## src/rtl/divu_sequencer.sv

```systemverilog
// Multi-cycle unsigned divide controller that owns HI/LO. Restoring shift-subtract
// divider, one quotient bit per cycle, with pipeline stall generation.
module divu_sequencer #(
  parameter int unsigned WIDTH = 32,
  parameter int unsigned CNT_W = 6
) (
  input  logic             clk,
  input  logic             rst,
  input  logic             start,
  input  logic [WIDTH-1:0] dividend,
  input  logic [WIDTH-1:0] divisor,
  input  logic             hilo_rd,
  input  logic             flush,
  output logic             stall,
  output logic             busy,
  output logic             done,
  output logic             div_zero,
  output logic [WIDTH-1:0] hi,
  output logic [WIDTH-1:0] lo
);

  typedef enum logic [1:0] {StIdle, StRun, StDone} state_e;

  state_e           state_q;
  logic [WIDTH-1:0] rem_q, quo_q, dsr_q;
  logic [WIDTH-1:0] hi_q, lo_q;
  logic [CNT_W-1:0] cnt_q;
  logic             zflag_q, dz_q;

  logic [WIDTH:0]   shifted;
  logic [WIDTH:0]   trial;
  logic             fits;
  logic [WIDTH-1:0] rem_d, quo_d;

  // The shift keeps rem's MSB so divisors with the top bit set still divide correctly.
  always_comb begin
    shifted = {rem_q, quo_q[WIDTH-1]};
    trial   = shifted - {1'b0, dsr_q};
    fits    = ~trial[WIDTH];
    rem_d   = fits ? trial[WIDTH-1:0] : shifted[WIDTH-1:0];
    quo_d   = {quo_q[WIDTH-2:0], fits};
  end

  always_ff @(posedge clk or posedge rst) begin
    if (rst) begin
      state_q <= StIdle;
      rem_q   <= '0;
      quo_q   <= '0;
      dsr_q   <= '0;
      hi_q    <= '0;
      lo_q    <= '0;
      cnt_q   <= '0;
      zflag_q <= 1'b0;
      dz_q    <= 1'b0;
    end else begin
      case (state_q)
        StIdle, StDone: begin
          if (start && !flush) begin
            rem_q   <= '0;
            quo_q   <= dividend;
            dsr_q   <= divisor;
            cnt_q   <= CNT_W'(WIDTH);
            zflag_q <= (divisor == '0);
            state_q <= StRun;
          end else begin
            state_q <= StIdle;
          end
        end
        StRun: begin
          if (flush) begin
            state_q <= StIdle;
          end else begin
            rem_q <= rem_d;
            quo_q <= quo_d;
            cnt_q <= cnt_q - CNT_W'(1);
            if (cnt_q == CNT_W'(1)) begin
              hi_q    <= rem_d;
              lo_q    <= quo_d;
              dz_q    <= zflag_q;
              state_q <= StDone;
            end
          end
        end
        default: state_q <= StIdle;
      endcase
    end
  end

  assign busy     = (state_q == StRun);
  assign done     = (state_q == StDone);
  assign stall    = busy & (start | hilo_rd);
  assign hi       = hi_q;
  assign lo       = lo_q;
  assign div_zero = dz_q;

endmodule

```

## config.mk

```make
export PLATFORM = sky130hd
export DESIGN_NAME = divu_sequencer
export DESIGN_NICKNAME = d
export VERILOG_FILES = /design/src/rtl/divu_sequencer.sv
export SDC_FILE = /design/constraint.sdc
export NUM_CORES = 1
export LEC_CHECK = 0
export BUFFER_PORTS_ARGS = -buffer_cell sky130_fd_sc_hd__buf_2
export CAP_MARGIN = 20
export CORE_MARGIN = 2
export CORE_UTILIZATION = 40
export DETAILED_ROUTE_END_ITERATION = 10
export PLACE_DENSITY = 0.69
export SYNTH_ARGS = -nofsm -noshare
export SYNTH_HDL_FRONTEND = slang
export SYNTH_SLANG_ARGS = --single-unit
```

## constraint.sdc

```tcl
create_clock -name clk -period 16.3 [get_ports clk]
set_input_delay 2.445 -clock clk [delete_from_list [all_inputs] [get_ports clk]]
set_output_delay 2.445 -clock clk [all_outputs]
set_load 0.05 [all_outputs]
```

==> metrics.md <==
| Metric | Value |
|---|---|
| Synth Warn # | 0 |
| H-tree levels | 4 |
| P per Cell Area | 141.3 mW/mm² |
| Clk Latency, worst-skew pair | 0.43 ns |
| Met3 WL post-DR | 1.504 mm |
| Hpwl dp | 14.60 mm |
| Crit path max fanout | 3 |
| GRT Residual Overflow | 0 |
| Leakage power | 5.066 nW |
| Avg WL per Cell | 15.20 µm |
| Final net count | 1,215 |
| Global-route wire length before repair | 34.90 mm |
| Fin. max-slew vios | 0 |
| Reg-to-reg slack, setup | 12.12 ns |
| Final hold slack | 0.4690 ns |
| Clock-pin slew on the worst setup and hold paths | 0.07 ns |
| Vias post-DR | 7,168 |
| DRT iter0 DRCs | 432 |
| FFs w/ async S/R, synth | 100.0% |
| Num CTS Buffers | 17 |
| Clk root buf | clkbuf_16 |
| Met1 WL | 9.892 mm |
| Synthesized area | 0.008736 mm² |
| Commonest non-fill, non-tap cell in the layout | nand2_1 |
| Post-synthesis sequential area ratio | 48.70% |
| Largest net degree at the start of global routing | 104 |
| Antenna-violating nets left | 0 |
| Syn Nets | 1,099 |
| Die H | 151.8 µm |
| Max-cap check violation count | 0 |
| Buf/Inv on CP | 2 |
| Worst r2r src | quo_q[31] |
| Slew headroom | 27.48% |
| Final worst-path cycle share | 32.89% |
| Met2 wire length | 9.691 mm |
| Share of the synthesized area in the top cell type | 48.70% |
| Avg Cell Area, Syn | 8.780 µm² |
| Setup_tns | 0 ns |
| Tightest Pin Transition | 1.088 ns |
| Vias/cell | 5.105 |
| Logic pwr share | 32.4% |
| Die width | 151.8 µm |
| Initial Util | 40.41% |
| Clock Path Buffers | 2 |
| CTS sink cnt | 170 |
| Final Setup Violations | 0 |
| GRT Total Usage | 19.23% |
| Top cells by area, synth | dfrtp_1 (49%), nand2_1 (13%), ha_1 (4.9%) |
| Worst setup EP type | primary output |
| Crit-path cells | buf_2, nor2_1, nor2_1, buf_2 |
| Sequential power share | 39.7% |
| Cell family with most CP delay | buffers and inverters |
| Worst r2r path cells | 14 |
| Distinct cell type count of the synthesized netlist | 55 |
| Total Routed Length | 21.35 mm |
| Setup CP Type | in -> out |
| Cell taking the most area after synthesis | dfrtp_1 |
| Outcome | finished, final reports clean |
| Clock power frac | 27.9% |
| Non-Filler Instances | 1,404 |
| Hold buffer count at cts | 0 |
| Drt drc | 0 |
| Critical Path End | stall |
| Crit path depth | 4 |
| Initial antenna violation count | 3 |
| Row Count | 54 |
| Placement Cell Area | 0.009623 mm² |
| Slowest cell on crit path | buf_2 |
| HP Class | reg -> reg |
| Post-CTS Setup Bufs | 0 |
| Most frequent cells in the layout | nand2_1 (291), dfrtp_1 (170), buf_2 (136) |
| IO Port Bufs | 136 |
| CTS tree | yes |
| Sw Share | 38.56% |
| Clk_skew | 0.01358 ns |
| Core Box Area | 0.02162 mm² |
| R2r endpoint | hi[27] |
| Antenna fix cells | 0 |
| RSZ-0062 raised after global routing | no |
| Share of cells above drive strength 1 | 16.90% |
| Top Metal Used | met5 |
| Hold Vio Cnt, Final | 0 |
| Cells after DPL | 1,371 |
| Die area | 0.02304 mm² |
| Largest stage delay on the critical path | 0.26 ns |
| Placer Congestion | 0.9218 |
| Primary FF master, synth | dfrtp_1 |
| Critical Path Source | start |
| Final Cell Area | 0.01022 mm² |
| Switch Pwr | 0.5569 mW |
| Crit path DAT | 2.92 ns |
| Vias in the first global route | 6,927 |
| Internal power | 0.8872 mW |
| CP startpoint kind | primary input |
| Min Tclk post-route | 5.360 ns |
| Filler cell count | 2,138 |
| FF+latch count, synth | 170 |
| Area Growth Syn to Fin | 17.03% |
| Fmax | 186.6 MHz |
| Post-synthesis cell count | 995 |
| Peak supply drop | 0.09649 mV |
| I/O pins | 137 |
| Number of flops mapped to enable cells by yosys | 0 |
| Cts repair resizes | 0 |
| DRT Pass-1 Iters | 6 |
| Worst Path Required | 13.86 ns |
## cell usage after synthesis, types with 2 or more instances
cell / count
nand2_1: 293
dfrtp_1: 170
o21ai_0: 63
nor2_1: 62
o21ai_1: 42
inv_1: 39
clkbuf_1: 37
a31oi_1: 36
a21oi_1: 35
ha_1: 34
mux2i_1: 29
xnor2_1: 17
xor2_1: 15
a21o_1: 12
nor4_1: 10
o21a_1: 8
nand4_1: 7
nand2b_1: 6
nor2b_1: 6
and2_1: 5
and3_1: 5
o31ai_1: 5
buf_1: 4
nor3_1: 4
a211oi_1: 3
a21boi_0: 3
a31o_2: 3
buf_2: 3
nand3_1: 3
o211ai_1: 3
o21bai_1: 3
or3_1: 3
a211o_1: 2
buf_12: 2
mux2_2: 2
o2111ai_1: 2
## how the worst min path moves through the flow
stage,cells after the start,slack (ns),to,start
CTS,2,0.47,lo[7],lo[7]
finish,2,0.47,lo[6],lo[6]
detailed placement,2,0.46,lo[7],lo[7]
floorplan,2,0.44,div_zero,zflag_q
global placement,2,0.46,lo[1],lo[1]
global route,2,0.50,lo[7],lo[7]
## metal layers
layer,vias up,GRT usage [%]
met5,-,0
met4,6,4.259
met3,20,5.958
met2,189,30.23
met1,3361,26.22
li1,3592,-
## cells by family (layout without fill, tap and decap cells)
family,count (synthesis),after routing,synth area share [%]
AND/OR/NAND/NOR,407,407,18.92
XOR/XNOR,33,33,3.523
multiplexers,31,31,3.581
AO/OA/AOI/OAI,231,231,15.90
flip-flops,170,170,48.70
adder cells (fa/ha/maj),35,35,5.099
buffers and inverters,88,217,4.282
## area by class of cell
type	instances	area, µm²	area share (%)
sequential	170	4254	41.61
clock buffer	22	464.2	4.540
inverter	41	158.9	1.554
clock inverter	10	116.4	1.138
multi-input combinational	737	4126	40.36
tap	280	350.3	3.427
timing repair buffer	144	753.2	7.367
## per-stage QoR
stage	utilization [%]	worst slack (ns)	total power [mW]
floorplan	-	9.252	0.9292
global placement	44.51	10.94	1.038
detailed placement	44.51	10.94	1.048
CTS	47.19	10.94	1.457
global route	47.29	10.89	1.535
finish	47.29	10.94	1.444
## worst register-to-register path, stage by stage, from the launching register on
cell and delay (ns):
dfrtp_1 0.41, inv_1 0.06, ha_1 0.21, inv_1 0.07, fa_1 0.22, a211oi_1 0.13
o211ai_2 0.20, nand2_2 0.11, o31ai_4 0.37, a22oi_2 0.16, a31o_4 0.29, xnor2_4 0.83
buf_4 0.42, mux2i_1 0.43, o21ai_0 0.13
## flip-flops by register name, indices dropped and copies added, names as in the netlist
register,flops
dsr_q,32
hi,32
lo,32
quo_q,32
rem_q,32
cnt_q,6
state_q,2
div_zero,1
zflag_q,1
## power by group through the flow
stage / logic [mW] / registers, mW / clock network (mW)
floorplan: 0.224 / 0.705 / 0
global placement: 0.460 / 0.578 / 0
detailed placement: 0.471 / 0.578 / 0
CTS: 0.472 / 0.573 / 0.412
global route: 0.517 / 0.586 / 0.432
finish: 0.468 / 0.573 / 0.403
(Power assumes the default switching activity.)
